**src/rtl/ram_arbiter_pkg.sv**
```systemverilog
// Shared types and defaults for the two-requester RAM arbiter.
`timescale 1ns/1ps
package ram_arbiter_pkg;

    typedef enum logic [1:0] {
        IDLE,
        ACCESS,
        WAIT,
        RESP
    } state_t;

    localparam int ADDR_W_DEF = 10;
    localparam int DATA_W_DEF = 32;

endpackage

```
**src/rtl/ram_arbiter_if.sv**
```systemverilog
// Requester-side request/ready bundle for one RAM arbiter port.
`timescale 1ns/1ps
interface ram_arbiter_if
    import ram_arbiter_pkg::*;
#(
    parameter int ADDR_W = ADDR_W_DEF,
    parameter int DATA_W = DATA_W_DEF
) ();

    logic              req;
    logic              we;
    logic [ADDR_W-1:0] addr;
    logic [DATA_W-1:0] wdata;
    logic              ready;
    logic [DATA_W-1:0] rdata;

    modport master (
        output req, we, addr, wdata,
        input  ready, rdata
    );

    modport slave (
        input  req, we, addr, wdata,
        output ready, rdata
    );

endinterface

```
**src/rtl/ram_arbiter_rr_pick2.sv**
```systemverilog
// Two-way round-robin pick: on a tie the side that was not served last wins.
`timescale 1ns/1ps
module rr_pick2 (
    input  logic [1:0] req,
    input  logic       last,
    output logic       grant,
    output logic       valid
);

    always_comb begin
        grant = 1'b0;
        valid = |req;
        case (req)
            2'b01:   grant = 1'b0;
            2'b10:   grant = 1'b1;
            2'b11:   grant = ~last;
            default: grant = 1'b0;
        endcase
    end

endmodule

```
**src/rtl/ram_arbiter.sv**
```systemverilog
// Single-port RAM shared by two requesters, one access at a time, round-robin.
`timescale 1ns/1ps
module ram_arbiter
    import ram_arbiter_pkg::*;
#(
    parameter int RD_LATENCY = 1,
    parameter int ADDR_W     = ADDR_W_DEF,
    parameter int DATA_W     = DATA_W_DEF
) (
    input  logic              clk,
    input  logic              rst,
    ram_arbiter_if.slave      m0,
    ram_arbiter_if.slave      m1,
    output logic [ADDR_W-1:0] ram_addr,
    output logic              ram_we,
    output logic [DATA_W-1:0] ram_din,
    input  logic [DATA_W-1:0] ram_dout,
    output logic              busy,
    output logic              owner
);

    localparam int            CW   = $clog2(RD_LATENCY + 1);
    localparam logic [CW-1:0] LAST = CW'(RD_LATENCY - 1);

    state_t            state;
    state_t            nxt;
    logic [CW-1:0]     cnt;
    logic              gnt;
    logic              gnt_ok;
    logic              we_q;
    logic [DATA_W-1:0] rdata0;
    logic [DATA_W-1:0] rdata1;

    rr_pick2 u_pick (
        .req   ({m1.req, m0.req}),
        .last  (owner),
        .grant (gnt),
        .valid (gnt_ok)
    );

    always_ff @(posedge clk) begin
        if (rst) state <= IDLE;
        else     state <= nxt;
    end

    always_comb begin
        nxt      = state;
        busy     = (state != IDLE);
        m0.ready = (state == RESP) && !owner;
        m1.ready = (state == RESP) && owner;
        m0.rdata = rdata0;
        m1.rdata = rdata1;
        case (state)
            IDLE:    if (gnt_ok) nxt = ACCESS;
            ACCESS:  nxt = we_q ? RESP : WAIT;
            WAIT:    if (cnt == LAST) nxt = RESP;
            RESP:    nxt = IDLE;
            default: nxt = IDLE;
        endcase
    end

    // RAM outputs are loaded on the grant edge so they are valid in ACCESS
    always_ff @(posedge clk) begin
        if (rst) begin
            owner    <= 1'b1;
            we_q     <= 1'b0;
            ram_addr <= '0;
            ram_din  <= '0;
            ram_we   <= 1'b0;
            cnt      <= '0;
            rdata0   <= '0;
            rdata1   <= '0;
        end else begin
            ram_we <= 1'b0;
            case (state)
                IDLE: begin
                    if (gnt_ok) begin
                        owner    <= gnt;
                        we_q     <= gnt ? m1.we : m0.we;
                        ram_we   <= gnt ? m1.we : m0.we;
                        ram_addr <= gnt ? m1.addr : m0.addr;
                        ram_din  <= gnt ? m1.wdata : m0.wdata;
                    end
                end
                ACCESS: cnt <= '0;
                WAIT: begin
                    if (cnt == LAST) begin
                        cnt <= '0;
                        if (owner) rdata1 <= ram_dout;
                        else       rdata0 <= ram_dout;
                    end else begin
                        cnt <= cnt + 1'b1;
                    end
                end
                default: ;
            endcase
        end
    end

endmodule

```
**src/flat_wrapper.sv**
```systemverilog
// flat-port wrapper written by rule: the top's interface ports become plain ports
module ram_arbiter_flat import ram_arbiter_pkg::*;
#(
    parameter int RD_LATENCY = 1,
    parameter int ADDR_W     = ADDR_W_DEF,
    parameter int DATA_W     = DATA_W_DEF
)
  (clk, rst, ram_addr, ram_we, ram_din, ram_dout, busy, owner, m0_req, m0_we, m0_addr, m0_wdata, m0_ready, m0_rdata, m1_req, m1_we, m1_addr, m1_wdata, m1_ready, m1_rdata);
  ram_arbiter_if #(.ADDR_W(ADDR_W), .DATA_W(DATA_W)) m0_i ();
  ram_arbiter_if #(.ADDR_W(ADDR_W), .DATA_W(DATA_W)) m1_i ();
  input  logic clk;
  input  logic rst;
  output logic [ADDR_W-1:0] ram_addr;
  output logic ram_we;
  output logic [DATA_W-1:0] ram_din;
  input  logic [DATA_W-1:0] ram_dout;
  output logic busy;
  output logic owner;
  input wire logic [$bits(m0_i.req)-1:0] m0_req;
  input wire logic [$bits(m0_i.we)-1:0] m0_we;
  input wire logic [$bits(m0_i.addr)-1:0] m0_addr;
  input wire logic [$bits(m0_i.wdata)-1:0] m0_wdata;
  output wire logic [$bits(m0_i.ready)-1:0] m0_ready;
  output wire logic [$bits(m0_i.rdata)-1:0] m0_rdata;
  input wire logic [$bits(m1_i.req)-1:0] m1_req;
  input wire logic [$bits(m1_i.we)-1:0] m1_we;
  input wire logic [$bits(m1_i.addr)-1:0] m1_addr;
  input wire logic [$bits(m1_i.wdata)-1:0] m1_wdata;
  output wire logic [$bits(m1_i.ready)-1:0] m1_ready;
  output wire logic [$bits(m1_i.rdata)-1:0] m1_rdata;
  assign m0_i.req = m0_req;
  assign m0_i.we = m0_we;
  assign m0_i.addr = m0_addr;
  assign m0_i.wdata = m0_wdata;
  assign m0_ready = m0_i.ready;
  assign m0_rdata = m0_i.rdata;
  assign m1_i.req = m1_req;
  assign m1_i.we = m1_we;
  assign m1_i.addr = m1_addr;
  assign m1_i.wdata = m1_wdata;
  assign m1_ready = m1_i.ready;
  assign m1_rdata = m1_i.rdata;
  ram_arbiter #(.RD_LATENCY(RD_LATENCY), .ADDR_W(ADDR_W), .DATA_W(DATA_W)) u_core (.clk(clk), .rst(rst), .m0(m0_i), .m1(m1_i), .ram_addr(ram_addr), .ram_we(ram_we), .ram_din(ram_din), .ram_dout(ram_dout), .busy(busy), .owner(owner));
endmodule
```
**config.mk**
```make
export PLATFORM = sky130hd
export DESIGN_NAME = ram_arbiter_flat
export DESIGN_NICKNAME = d
export VERILOG_FILES = /design/src/rtl/ram_arbiter_pkg.sv /design/src/rtl/ram_arbiter_if.sv /design/src/rtl/ram_arbiter_rr_pick2.sv /design/src/rtl/ram_arbiter.sv /design/src/flat_wrapper.sv
export SDC_FILE = /design/constraint.sdc
export NUM_CORES = 1
export LEC_CHECK = 0
export BUFFER_PORTS_ARGS = -buffer_cell sky130_fd_sc_hd__buf_2
export CORE_UTILIZATION = 41
export CTS_CLUSTER_SIZE = 16
export DETAILED_ROUTE_END_ITERATION = 12
export GPL_ROUTABILITY_DRIVEN = 1
export GPL_TIMING_DRIVEN = 0
export HOLD_SLACK_MARGIN = 0.08
export PLACE_DENSITY = 0.81
export SYNTH_ARGS = -nofsm -noshare
export SYNTH_HDL_FRONTEND = slang
export SYNTH_SLANG_ARGS = --single-unit
```
**constraint.sdc**
```tcl
create_clock -name clk -period 1.5 [get_ports clk]
set_clock_uncertainty 0.15 [all_clocks]
set_input_delay 0.3 -clock clk [delete_from_list [all_inputs] [get_ports clk]]
set_output_delay 0.3 -clock clk [all_outputs]
set_load 0.01 [all_outputs]
```
==> results of run 1 <==
[flip-flops by register name, indices dropped and copies added, names as in the netlist]
register / count
u_core.m1.rdata: 32
u_core.ram_we: 1
u_core.ram_din: 32
u_core.owner: 1
u_core.state: 2
u_core.ram_addr: 10
u_core.we_q: 1
u_core.m0.rdata: 32
[repair_timing]
action | CTS | global route
setup endpoints to repair | 107 | 111
cloned | 5 | 10
gates resized for setup | 102 | 114
pin swaps | 19 | 37
buffers inserted | 8 | 10
hold buffers | 74 | 0
endpoints found under the hold margin | 106 | 0
[worst reg2reg max path: cells and delay by family (launching register included)]
kind / cells / cell delay [ps]
buffers and inverters: 4 / 470
flip-flops: 1 / 380
AO/OA/AOI/OAI: 2 / 330
adder cells (fa/ha/maj): 1 / 190
AND/OR/NAND/NOR: 1 / 40
[kinds of logic (layout without fill, tap and decap cells)]
logic type	after synthesis	after routing
compound gates	158	159
fa+ha+maj	5	5
buf+inv	49	396
flops	111	111
mux	2	2
simple gates	223	223
[layout by cell type (no fill, tap or decap), types with 14 or more instances in the layout]
master,n
sky130_fd_sc_hd__buf_2,228
sky130_fd_sc_hd__nand2_1,170
sky130_fd_sc_hd__dfxtp_1,108
sky130_fd_sc_hd__dlygate4sd3_1,74
sky130_fd_sc_hd__a21oi_1,72
sky130_fd_sc_hd__a211oi_2,43
sky130_fd_sc_hd__a21oi_2,31
sky130_fd_sc_hd__buf_6,30
sky130_fd_sc_hd__nor2_4,22
sky130_fd_sc_hd__nor2_2,15
sky130_fd_sc_hd__buf_4,14
[worst max path at each step]
| stage | end | slack (ps) | cells past startpoint |
|---|---|---|---|
| after global routing | u_core.ram_din[29] | -180 | 7 |
| after CTS | m1_ready | -140 | 3 |
| after detailed placement | u_core.m0.rdata[1] | -300 | 3 |
| after floorplan | u_core.ram_din[10] | 10 | 7 |
| after global placement | u_core.m0.rdata[30] | -290 | 3 |
| final | u_core.ram_din[16] | -150 | 8 |
[where the power goes]
group / switching (W) / internal (W)
Clock: 0.00109 / 0.000828
Combinational: 0.00393 / 0.00348
Sequential: 0.000616 / 0.00367
[layout make-up]
cell class / instances / area share (%)
Sequential cell: 111 / 28.1
Tap cell: 140 / 2.21
Timing Repair Buffer: 333 / 29.1
Clock buffer: 10 / 1.74
Buffer: 45 / 5.53
Inverter: 3 / 0.205
Clock inverter: 5 / 0.821
Multi-Input combinational cell: 389 / 32.3
[per-stage QoR]
stage	setup TNS [ps]	power [W]	cells	util [%]
after global routing	-8510	0.0142	1036	73.1
after CTS	-4430	0.0120	1019	67.8
final	-3880	0.0136	1036	73.1
after global placement	-21630	0.00833	918	54.4
after floorplan	0	0.00693	548	-
after detailed placement	-21620	0.00845	918	54.4
[metal layers]
metal	share of wire, %	vias up	track usage, %
met5	0.066	-	0
li1	-	2516	-
met2	49	366	53.2
met1	37	2628	29.8
met3	9.3	108	7.69
met4	5.0	2	13.2
==> results by stage, run 1 <==
Drt:
- The initial detailed-routing violation count is about 360.
- The routed wire length per instance is around 19 um.
- The first-pass iteration count of the detailed router is 5.
- After detailed routing, the number of vias per cell comes to around 5.4.
- The sum of routed wire length over all layers is 19600 um.
- The total vias in the final route is roughly 5600.
- The remaining antenna violation count after routing is 0.
- After detailed routing, the number of remaining DRC violations is 0.

Synth:
- The synthesized netlist occupies a cell area of 0.00456 mm^2.
- The most common cell in the synthesized netlist is sky130_fd_sc_hd__nand2_1.
- Ranked by instance count, the synthesized netlist is headed by sky130_fd_sc_hd__nand2_1 (171), sky130_fd_sc_hd__dfxtp_1 (111), sky130_fd_sc_hd__a21oi_1 (106).
- Sequential cells were found to cover between 40% and 50% of the synthesized design area.
- Of the post-synthesis cell area, the dominant cell type holds approximately half.
- After synthesis, the largest family of logic cells by area is compound AO/OA/AOI/OAI gates.
- The number of synthesized register bits is 111.
- Synthesis produced 548 cells.
- The mux share of post-synthesis cell area is less than 1%.
- After Yosys synthesis, and, or, nand and nor cells account for between 10% and 20% of the synthesized area.
- Summed over all instances, the cell type with the most area after synthesis is sky130_fd_sc_hd__dfxtp_1.
- The synthesized netlist net count is around 680.
- Dividing the synthesized area by the synthesized cell count gives between 8 and 9 um^2.
- The number of distinct library cell variants in the gate-level netlist after synthesis is 29.
- The top flip-flop cell by instance count after synthesis is sky130_fd_sc_hd__dfxtp_1.
- The xor and xnor fraction of the mapped netlist area is 0%.
- Summing the areas of all compound-gate instances in the mapped netlist gives about 25% of the synthesized area.
- The number of synthesized flops with an enable pin is 0.
- The fraction of registers with async set/reset is 0%.
- The count of yosys warnings during synthesis is 0.
- The arithmetic-cell share of the synthesized area counting full adders, half adders and majority gates is ~1.4%.
- Yosys attributes the largest share of cell area to sky130_fd_sc_hd__dfxtp_1 (49%), sky130_fd_sc_hd__nand2_1 (14%), sky130_fd_sc_hd__a21oi_1 (12%).

Placement:
- Detailed placement finished with a half-perimeter wire length of a little over 10000 um.
- The total of buffers placed on input and output ports is 230.
- Summing all placed instances gives a cell area of 0.00590 mm^2.
- OpenSTA, run right after detailed placement, puts the worst setup slack at -301 ps.
- Routability-driven placement finished with a final weighted congestion of between 0.7 and 0.8.

Clocking:
- The H-tree depth is 3.
- TritonCTS built the clock tree.
- The library cell used as clock root buffer is sky130_fd_sc_hd__clkbuf_8.
- The clock drives between 100 and 150 sinks.
- The number of buffers inserted during clock tree synthesis is 9.
- Clock-pin slew was measured on the worst setup and hold paths at approximately 100 ps.
- The clock passes through at most 2 buffers.
- For the worst-skew pair, the clock arrives at the later sink with an insertion delay of between 300 and 400 ps.

Timing:
- The worst setup slack after layout is -146 ps.
- The minimum hold slack is approximately 96 ps.
- The maximum operating frequency is just over 600 MHz.
- After layout, the worst path uses 110% of the clock period.
- Setup repair after global routing could not meet its margin everywhere.
- Subtracting the final worst setup slack from the clock period gives roughly 1600 ps.
- The final hold violation count is 0.
- The final max-slew violation count is 0.
- Setup violations remaining at the end of the flow were counted as 55.
- The worst relative slew slack is 49.4%.
- At the pin with the least slew margin, the transition time is between 700 and 800 ps.

Job:
- The reported max-cap violation count is 0.

Worst setup path:
- Traced cell by cell, the critical path runs through inv_4 > ha_4 > o21a_4 > buf_12 > buf_12 > buf_12 > nor2_4 > a211oi_2.
- The reg-to-reg critical path endpoint is u_core.ram_din[16].
- The worst register-to-register path has a setup slack of -150 ps.
- Among cell families on the critical path, the largest total delay comes from buffers and inverters.
- The most numerous cell type found on the critical path is sky130_fd_sc_hd__buf_12.
- Data arrives at the worst endpoint at 1790 ps.
- In this design, the stage delay of the slowest critical-path cell is 380 ps.
- For the worst flop-to-flop path, the logic depth is 8.
- The number of buffers and inverters on the critical path is 4.
- STA classifies the critical path startpoint as a register.
- The standard cell with the maximum stage delay on the critical path is sky130_fd_sc_hd__dfxtp_4.
- The maximum fanout along the worst path is 6.
- The critical path capture point type is a register.
- The worst register-to-register path begins at u_core.state[0].
- The worst path required time is 1650 ps.
- The kind of critical path is register to register.
- Tracing the worst setup path back leads to its startpoint at u_core.state[0].

Finish:
- The diode insertion count for antenna repair is 0.
- From synthesis to final layout, the design area changed by 73.9%.
- In the final layout, the multi-input gates occupy approximately 0.0026 mm^2.
- Registers take 0.00223 mm^2.
- The final-stage net count is roughly 1000.
- After filler insertion, the fill cell instance count of the layout stands at between 700 and 800.
- The ratio of cells with drive above 1 in the final layout is around half.
- The finished cells cover just under 0.008 mm^2.

Hold path:
- The endpoint of the worst hold path is u_core.ram_din[9].
- In this run the worst hold path is classified as input port to register.
- The worst hold path was traced through 3 stages.
- The startpoint identified for the worst hold timing path is m1_wdata[9].

Status:
- The flow ran to the end, but the final reports show violations.
- The checks that failed: setup timing.

Global routing:
- The pin count of the biggest net entering global routing is 19.
- The via count of the first global-routing pass was 5320.
- The total track usage is ~29%.
- The total grt overflow is 0.
- The number of antenna violations at the first check in global routing came to 1.
- The global-route wire length before repair is 25800 um.

Die:
- The horizontal extent of the die is approximately 110 um.
- The floorplan has 38 rows.
- In this run the count of I/O pins placed on the die edge is between 200 and 250.
- Once the floorplan was initialized, standard cells occupied a little over two fifths of the core.
- The height of the chip is 107 um.
- The area of the placeable core is roughly 0.011 mm^2.
- The floorplan step defined a die boundary enclosing 0.0115 mm^2.

Power and ir drop:
- The analysis attributes to cell leakage a power of around 3.5 nW.
- The worst-case IR drop observed on VDD is between 0.001 and 0.0015 V.
- The areal power density over the cells is between 1500 and 2000 mW/mm^2.
(Power assumes the default switching activity.)
==> run 2, diff against run 1 <==
ABC_AREA = 1   (was not set)
SLEW_MARGIN = 20   (was not set)
==> run 2 against run 1 <==
  * The run still ends with setup timing left
  * Core utilization is 10 points lower
  * Cell area is 13% lower
  * Combinational power is 38% lower
  * Clock power is 18% higher
  * Power is 19% lower
  * Die area is 1.7% higher
  * Sequential cell count stayed put
  * Hold slack worse by 9.1 ps
  * Synthesized area is 1.8% higher
  * Register-to-register slack better by 110 ps
  * Global-route usage is 4.4 points lower
  * First-iteration DRC count is 30% lower
==> results by stage, run 2 <==
Synth:
- The average footprint of a synthesized cell was 6.92 um^2 (was 8.32 um^2).
- The synthesized-area fraction occupied by and/or/nand/nor cells came to 28.6% (was 18.8%).
- The count of yosys warnings during synthesis is 0 (unchanged).
- The fraction of synthesized cell area taken by the top area cell type is 47.9% (was 48.8%).
- The post-synth design cell area is 0.00464 mm^2 (was 0.00456 mm^2).
- The instance count of the mapped netlist is 670 (was 548).
- The synthesized netlist net count is 797 (was 675).
- Commonest cells in the synthesized netlist: sky130_fd_sc_hd__nor2_1 (243), sky130_fd_sc_hd__dfxtp_1 (111), sky130_fd_sc_hd__o21ai_0 (90) (was sky130_fd_sc_hd__nand2_1 (171), sky130_fd_sc_hd__dfxtp_1 (111), sky130_fd_sc_hd__a21oi_1 (106)).
- The compound-cell area share of the yosys netlist is 14.2% (was 25.1%).
- The number of distinct library cell variants in the gate-level netlist after synthesis is 18 (was 29).
- The xor and xnor fraction of the mapped netlist area is 0% (unchanged).
- The share of the yosys chip area belonging to registers is 47.9% (was 48.8%).
- The number of synthesized register bits is 111 (unchanged).
- The largest area contributor in the synthesized netlist is sky130_fd_sc_hd__dfxtp_1 (unchanged).
- The arithmetic-cell share of the synthesized area counting full adders, half adders and majority gates is 1.35% (was 1.37%).
- The most repeated cell in the gate-level netlist after synthesis is sky130_fd_sc_hd__nor2_1 (was sky130_fd_sc_hd__nand2_1).
- The number of synthesized flops with an enable pin came to 0 (unchanged).
- The mux share of post-synthesis cell area is 0% (was 0.439%).
- The combinational family with the most area after synthesis is simple AND/OR/NAND/NOR gates (was compound AO/OA/AOI/OAI gates).
- Top cells by area, synth: sky130_fd_sc_hd__dfxtp_1 (48%), sky130_fd_sc_hd__nor2_1 (20%), sky130_fd_sc_hd__o21ai_0 (9.7%) (was sky130_fd_sc_hd__dfxtp_1 (49%), sky130_fd_sc_hd__nand2_1 (14%), sky130_fd_sc_hd__a21oi_1 (12%)).
- The fraction of registers with async set/reset is 0% (unchanged).
- The top flip-flop cell by instance count after synthesis is sky130_fd_sc_hd__dfxtp_1 (unchanged).

Timing:
- The maximum operating frequency is 637 MHz (was 608 MHz).
- The share of the cycle needed by the critical path after routing was 105% (was 110%).
- The final period demand of the worst path came to 1570 ps (was 1650 ps).
- The final max-slew violation count is 0 (unchanged).
- Setup repair after global routing missed its margin: true (unchanged).
- The final-layout setup total negative slack is -304 ps (was -3880 ps).
- The final hold violation count came to 0 (unchanged).
- The worst setup slack after layout is -70.3 ps (was -146 ps).
- The worst-margin pin slew is 523 ps (was 759 ps).
- The count of final setup violators is 16 (was 55).
- The worst relative slew slack is 65.1% (was 49.4%).

Worst setup path:
- The launching point of the worst reg2reg path is u_core.state[1] (was u_core.state[0]).
- The kind of critical path is register to output pin (was register to register).
- The cell class contributing the biggest share of worst-path delay was flip-flops (was buffers and inverters).
- The worst reg-to-reg setup slack came to -40 ps (was -150 ps).
- The startpoint kind of the worst setup timing path is a register (unchanged).
- The number of buffers and inverters on the critical path is 3 (was 4).
- The biggest cell delay along the critical path is 390 ps (was 380 ps).
- The worst reg-to-reg path cell count is 9 (was 8).
- The critical path arrival came to 1120 ps (was 1790 ps).
- The maximum fanout along the worst path came to 4 (was 6).
- The worst path required time is 1050 ps (was 1650 ps).
- The start point of the critical path is u_core.state[1] (was u_core.state[0]).
- The reg-to-reg critical path endpoint was u_core.ram_addr[0] (was u_core.ram_din[16]).
- The critical path capture point type is an output pin (was register).
- The standard cell with the maximum stage delay on the critical path is sky130_fd_sc_hd__dfxtp_4 (unchanged).
- Crit path cell chain: inv_2 > ha_4 > inv_4 > buf_6 (was inv_4 > ha_4 > o21a_4 > buf_12 > buf_12 > buf_12 > nor2_4 > a211oi_2).

Die:
- The horizontal extent of the die came to 108 um (was 107 um).
- The I/O pin count is 233 (unchanged).
- The die footprint is 0.0117 mm^2 (was 0.0115 mm^2).
- The initial core utilization came to 42.4% (was 42.0%).
- The height of the chip is 108 um (was 107 um).
- The floorplan row count is 38 (unchanged).
- The area of the placeable core is 0.0109 mm^2 (was 0.0108 mm^2).

Hold path:
- The endpoint of the worst hold path is u_core.m0.rdata[31] (was u_core.ram_din[9]).
- The hold path startpoint is ram_dout[31] (was m1_wdata[9]).
- The cell depth of the worst min-delay path is 3 (unchanged).
- The worst min-delay path class is input port to register (unchanged).

Global routing:
- The global-route wire length before repair is 22300 um (was 25800 um).
- The pin count of the biggest net entering global routing is 19 (unchanged).
- The via count of the first global-routing pass is 4874 (was 5320).
- The total track usage came to 24.2% (was 28.6%).
- The total grt overflow is 0 (unchanged).
- The number of antenna violations at the first check in global routing is 0 (was 1).

Drt:
- The sum of routed wire length over all layers is 14000 um (was 19600 um).
- The remaining antenna violation count after routing came to 0 (unchanged).
- The initial detailed-routing violation count is 255 (was 363).
- The number of remaining DRC errors is 0 (unchanged).
- The routed wire length per instance is 12.8 um (was 18.9 um).
- The total vias in the final route was 5138 (was 5620).
- The first-pass iteration count of the detailed router is 4 (was 5).
- The per-cell via count in the routed design is 4.68 (was 5.42).

Placement:
- The total half-perimeter wirelength after legalization and detailed placement is 10300 um (was 10200 um).
- The total of buffers placed on input and output ports is 232 (was 230).
- The instance area at placement is 0.00599 mm^2 (was 0.00590 mm^2).
- The final weighted congestion in routability-driven placement is 0.777 (was 0.778).

Clocking:
- The H-tree depth came to 3 (unchanged).
- The clock insertion delay at the later pin of the skew report was 340 ps (was 370 ps).
- The library cell used as clock root buffer is sky130_fd_sc_hd__clkbuf_16 (was sky130_fd_sc_hd__clkbuf_8).
- The number of buffers inserted during clock tree synthesis came to 9 (unchanged).
- The number of sinks driven by the clock tree is 111 (unchanged).
- The TritonCTS clock tree is done (unchanged).
- The number of buffers on the longest clock path was 2 (unchanged).
- The clock-pin slew on the worst setup and hold paths is 70 ps (was 100 ps).

Finish:
- The leading cell type in the layout, fill and taps excluded is sky130_fd_sc_hd__buf_2 (unchanged).
- The layout overhead on the synthesized area came to 48.3% (was 73.9%).
- The design area is 0.00688 mm^2 (was 0.00793 mm^2).
- The final-stage net count is 1081 (was 1019).
- The utilization of the core after routing is 62.9% (was 73.1%).
- The number of filler instances in the final layout is 1038 (was 744).
- The combined area of the multi-input logic cells is 0.00213 mm^2 (was 0.00256 mm^2).
- The diode insertion count for antenna repair is 0 (unchanged).
- The ratio of cells with drive above 1 in the final layout is 33.4% (was 49.8%).
- Most used cells in the layout excluding fill and tap cells: sky130_fd_sc_hd__buf_2 (236), sky130_fd_sc_hd__nor2_1 (233), sky130_fd_sc_hd__dfxtp_1 (108) (was sky130_fd_sc_hd__buf_2 (228), sky130_fd_sc_hd__nand2_1 (170), sky130_fd_sc_hd__dfxtp_1 (108)).
- The area taken by flip-flops and latches is 0.00223 mm^2 (about the same).

Power and ir drop:
- The total power is 0.0110 W (was 0.0136 W).
- The peak supply drop is 0.000980 V (was 0.00115 V).
- The areal power density over the cells came to 1600 mW/mm^2 (was 1720 mW/mm^2).
- The standby leakage power is 3.65 nW (was 3.47 nW).

Status:
- Violated checks: setup timing (unchanged).
- Outcome: finished with violations (unchanged).

Job:
- The reported max-cap violation count is 0 (unchanged).
[run 2: cell types whose count changed after synthesis, moves of 34 or more]
cell                       previous run  this run
sky130_fd_sc_hd__nor2_1              44       243
sky130_fd_sc_hd__inv_1                3        37
sky130_fd_sc_hd__nand2_1            171        85
sky130_fd_sc_hd__a21oi_1            106         2
sky130_fd_sc_hd__o21ai_0              1        90
sky130_fd_sc_hd__a211oi_2            40         0
[run 2: layout make-up]
class                   count  area share (%)
plain buffers              44            4.91
clock inverters             5           0.600
well taps                 140            2.55
repair buffers            273            22.7
flip-flops and latches    111            32.5
multi-input cells         476            31.0
inverters                  39            2.24
clock buffers              11            3.53
[run 2: worst max path at each step]
stage | depth (start not counted) | to | slack [ps]
2_1_floorplan | 9 | u_core.ram_din[27] | -0.4
3_3_place_gp | 8 | u_core.m0.rdata[10] | -350
3_5_place_dp | 8 | u_core.m0.rdata[19] | -380
4_1_cts | 4 | busy | -70
5_1_grt | 8 | u_core.ram_addr[6] | -120
6_report | 4 | busy | -70
[run 2: stage by stage]
step / instances / hold slack (ps) / setup slack, ps
detailed placement: 1042 / 311 / -382
CTS: 1098 / 80.5 / -73.3
global placement: 1042 / 306 / -349
floorplan: 670 / 212 / -0.446
global route: 1099 / 108 / -124
finish: 1099 / 86.9 / -70.3
[run 2: where the power goes]
group / switching, W / leakage (nW) / internal [W]
logic: 0.00255 / 2.60 / 0.00201
clock network: 0.00107 / 0.138 / 0.00119
registers: 0.000437 / 0.911 / 0.00378
[run 2: cell families after synthesis]
group	Yosys count
DFF	111
buffers and inverters	83
adders and majority gates	5
AOI/OAI and AO/OA	124
and+or+nand+nor	347
[run 2: worst register-to-register path, stage by stage, from the launching register on]
cell and delay (ps):
sky130_fd_sc_hd__dfxtp_4 390, sky130_fd_sc_hd__inv_2 60, sky130_fd_sc_hd__ha_4 160, sky130_fd_sc_hd__inv_4 70, sky130_fd_sc_hd__nor2_4 40, sky130_fd_sc_hd__buf_6 150
sky130_fd_sc_hd__buf_8 140, sky130_fd_sc_hd__buf_6 120, sky130_fd_sc_hd__o21ai_1 110, sky130_fd_sc_hd__nor2_1 50
[run 2: per-layer routing]
layer | routed length [um] | part of all wire, % | GRT usage, % | up-vias
met4 | 385 | 2.7 | 9.17 | 0
met5 | 0 | 0 | 0 | -
met3 | 948 | 6.8 | 6.51 | 34
li1 | - | - | - | 2665
met1 | 5710 | 41 | 26.2 | 2238
met2 | 7000 | 50 | 44.7 | 201
[run 2: timing repair]
action                                  CTS  global route
gates resized for setup                  57            26
pin swaps                                 4             1
endpoints found under the hold margin    48             1
hold buffers                             29             1
buffers inserted                         11             0
endpoints found under the setup margin  110           110
==> run 3, diff against run 2 <==
CORE_MARGIN = 4   (was not set)
==> run 3 against run 2 <==
  * The run still ends with setup timing left
  * Global-route usage shrank 1.9 points
  * Core utilization grew 0.31 points
  * Count of clock-buffer cells in the layout down 2
  * Hold slack improved by 12 ps
  * Critical endpoint is now m0_ready
  * Cell area up 0.49%
  * Non-clock buffer count stayed put
  * Worst setup slack got worse by 8.8 ps
  * Sequential cell count stayed put
  * Combinational power grew 3%
==> results by stage, run 3 (synthesis gave the netlist of run 2 again) <==
Drt:
- The initial detailed-routing violation count came to 284 (was 255).
- The sum of routed wire length over all layers is 15300 um (was 14000 um).
- The routed wire length per instance is 13.9 um (was 12.8 um).
- The per-cell via count in the routed design is 4.74 (was 4.68).
- The total vias in the final route came to 5212 (was 5138).
- The number of remaining DRC errors is 0 (unchanged).
- The first-pass iteration count of the detailed router is 6 (was 4).
- The remaining antenna violation count after routing is 0 (unchanged).

Finish:
- The layout overhead on the synthesized area is 49.0% (was 48.3%).
- The area taken by flip-flops and latches came to 0.00223 mm^2 (unchanged).
- The combined area of the multi-input logic cells is 0.00213 mm^2 (about the same).
- The final-stage net count is 1081 (unchanged).
- The diode insertion count for antenna repair came to 0 (unchanged).
- Most used cells in the layout excluding fill and tap cells: sky130_fd_sc_hd__buf_2 (238), sky130_fd_sc_hd__nor2_1 (231), sky130_fd_sc_hd__dfxtp_1 (108) (was sky130_fd_sc_hd__buf_2 (236), sky130_fd_sc_hd__nor2_1 (233), sky130_fd_sc_hd__dfxtp_1 (108)).
- The leading cell type in the layout, fill and taps excluded is sky130_fd_sc_hd__buf_2 (unchanged).
- The ratio of cells with drive above 1 in the final layout came to 34.0% (was 33.4%).
- The utilization of the core after routing is 63.2% (was 62.9%).
- The number of filler instances in the final layout came to 1027 (was 1038).

Die:
- The I/O pin count is 233 (unchanged).
- The floorplan row count is 38 (unchanged).
- The horizontal extent of the die came to 114 um (was 108 um).
- The die footprint is 0.0131 mm^2 (was 0.0117 mm^2).
- The area of the placeable core came to 0.0109 mm^2 (unchanged).
- The height of the chip came to 114 um (was 108 um).
- The initial core utilization came to 42.4% (unchanged).

Job:
- The reported max-cap violation count is 0 (unchanged).

Worst setup path:
- The worst path required time is 1050 ps (about the same).
- The worst reg-to-reg setup slack is -80 ps (was -40 ps).
- The reg-to-reg critical path endpoint was u_core.ram_din[27] (was u_core.ram_addr[0]).
- Crit path cell chain: ha_4 > inv_2 > nor2_2 > buf_2 (was inv_2 > ha_4 > inv_4 > buf_6).
- The biggest cell delay along the critical path is 390 ps (about the same).
- The startpoint kind of the worst setup timing path is a register (unchanged).
- The worst reg-to-reg path cell count is 9 (unchanged).
- The launching point of the worst reg2reg path is u_core.state[1] (unchanged).
- The critical path arrival is 1130 ps (was 1120 ps).
- The maximum fanout along the worst path is 4 (unchanged).
- The standard cell with the maximum stage delay on the critical path is sky130_fd_sc_hd__dfxtp_4 (unchanged).
- The kind of critical path is register to output pin (unchanged).
- The critical path capture point type is an output pin (unchanged).

Clocking:
- The number of buffers on the longest clock path is 2 (unchanged).
- The H-tree depth is 3 (unchanged).
- The number of buffers inserted during clock tree synthesis is 9 (unchanged).
- The clock insertion delay at the later pin of the skew report was 340 ps (about the same).
- The library cell used as clock root buffer is sky130_fd_sc_hd__clkbuf_16 (unchanged).
- The TritonCTS clock tree is done (unchanged).
- The number of sinks driven by the clock tree is 111 (unchanged).
- The clock-pin slew on the worst setup and hold paths is 80 ps (was 70 ps).

Power and ir drop:
- The areal power density over the cells is 1630 mW/mm^2 (was 1600 mW/mm^2).
- The switching component of the power is 0.00423 W (was 0.00406 W).
- The switching part of the total power is 37.7% (was 36.8%).
- The total internal power came to 0.00701 W (was 0.00698 W).
- The power share of the clock group is 20.9% (was 20.5%).
- The peak supply drop is 0.000824 V (was 0.000980 V).
- The standby leakage power is 3.66 nW (was 3.65 nW).
- The share of total power in combinational logic is 41.6% (was 41.3%).
- The share of total power in sequential cells is 37.5% (was 38.2%).

Global routing:
- The total track usage is 22.3% (was 24.2%).
- The total grt overflow is 0 (unchanged).
- The global-route wire length before repair is 23800 um (was 22300 um).
- The number of antenna violations at the first check in global routing is 0 (unchanged).
- The via count of the first global-routing pass was 5028 (was 4874).
- The pin count of the biggest net entering global routing is 21 (was 19).

Timing:
- The count of final setup violators was 78 (was 16).
- The worst setup slack after layout is -79.0 ps (was -70.3 ps).
- The minimum hold slack is 99.4 ps (was 86.9 ps).
- The final period demand of the worst path was 1580 ps (was 1570 ps).
- The final max-slew violation count came to 0 (unchanged).
- The share of the cycle needed by the critical path after routing came to 105% (about the same).
- The final hold violation count was 0 (unchanged).
- The maximum operating frequency is 633 MHz (was 637 MHz).
- The worst relative slew slack is 66.4% (was 65.1%).
- The worst-margin pin slew is 505 ps (was 523 ps).
- Setup repair after global routing missed its margin: true (unchanged).

Hold path:
- The hold path startpoint is m0_wdata[5] (was ram_dout[31]).
- The endpoint of the worst hold path is u_core.ram_din[5] (was u_core.m0.rdata[31]).
- The worst min-delay path class is input port to register (unchanged).
- The cell depth of the worst min-delay path is 5 (was 3).

Status:
- Outcome: finished with violations (unchanged).
- Violated checks: setup timing (unchanged).

Placement:
- The final weighted congestion in routability-driven placement is 0.833 (was 0.777).
- The total of buffers placed on input and output ports is 232 (unchanged).
- The total half-perimeter wirelength after legalization and detailed placement is 11100 um (was 10300 um).
run 3: what timing repair did:
item | CTS | global route
hold buffers | 32 | 0
cloned | 0 | 3
pin swaps | 1 | 11
gates resized for setup | 40 | 61
endpoints found under the hold margin | 49 | 0
setup endpoints to repair | 111 | 109
setup buffers | 4 | 2
run 3: power by group through the flow:
stage	combinational, W	clock (W)	sequential [W]
3_3_place_gp	0.00391	0	0.00420
5_1_grt	0.00522	0.00250	0.00431
3_5_place_dp	0.00397	0	0.00422
6_report	0.00468	0.00235	0.00422
2_1_floorplan	0.00205	0	0.00458
4_1_cts	0.00430	0.00239	0.00419
run 3: worst max-delay path by stage:
| stage | slack (ps) | endpoint | start |
|---|---|---|---|
| floorplan | -0.4 | u_core.ram_din[27] | u_core.state[0] |
| global placement | -290 | u_core.m0.rdata[29] | u_core.state[0] |
| detailed placement | -360 | u_core.m0.rdata[13] | u_core.state[0] |
| CTS | -100 | m0_ready | u_core.state[1] |
| global route | -170 | u_core.ram_addr[0] | u_core.state[1] |
| finish | -80 | m0_ready | u_core.state[1] |
run 3: layer usage:
layer  global-route usage [%]  part of all wire [%]  vias up
met2                     39.8                    50      184
met5                        0                     0        -
li1                         -                     -     2667
met3                     6.92                   7.5       18
met4                     5.46                   1.2        0
met1                     25.9                    41     2343
run 3: final cells by class:
type,count,share of cell area [%]
Buffer,44,4.72
Clock buffer,9,3.26
Clock inverter,7,0.905
Inverter,39,2.30
Multi-Input combinational cell,476,30.8
Sequential cell,111,32.3
Tap cell,140,2.53
Timing Repair Buffer,273,23.1
run 3: metrics by stage:
stage	setup WS (ps)	cell area (um^2)	instances	setup TNS, ps	power, W
after floorplan	-0.446	4650	670	-2.18	0.00662
after global placement	-294	5990	1042	-17620	0.00811
after detailed placement	-359	5990	1042	-20000	0.00818
after CTS	-97.3	6730	1094	-5980	0.0109
after global routing	-170	6910	1099	-9340	0.0120
final	-79.0	6910	1099	-2970	0.0112
run 3: critical path, delay by kind of cell, from the launching register on:
family | cells | cell delay [ps]
adder cells (fa/ha/maj) | 1 | 140
flip-flops | 1 | 390
buffers and inverters | 2 | 180
AND/OR/NAND/NOR | 1 | 80
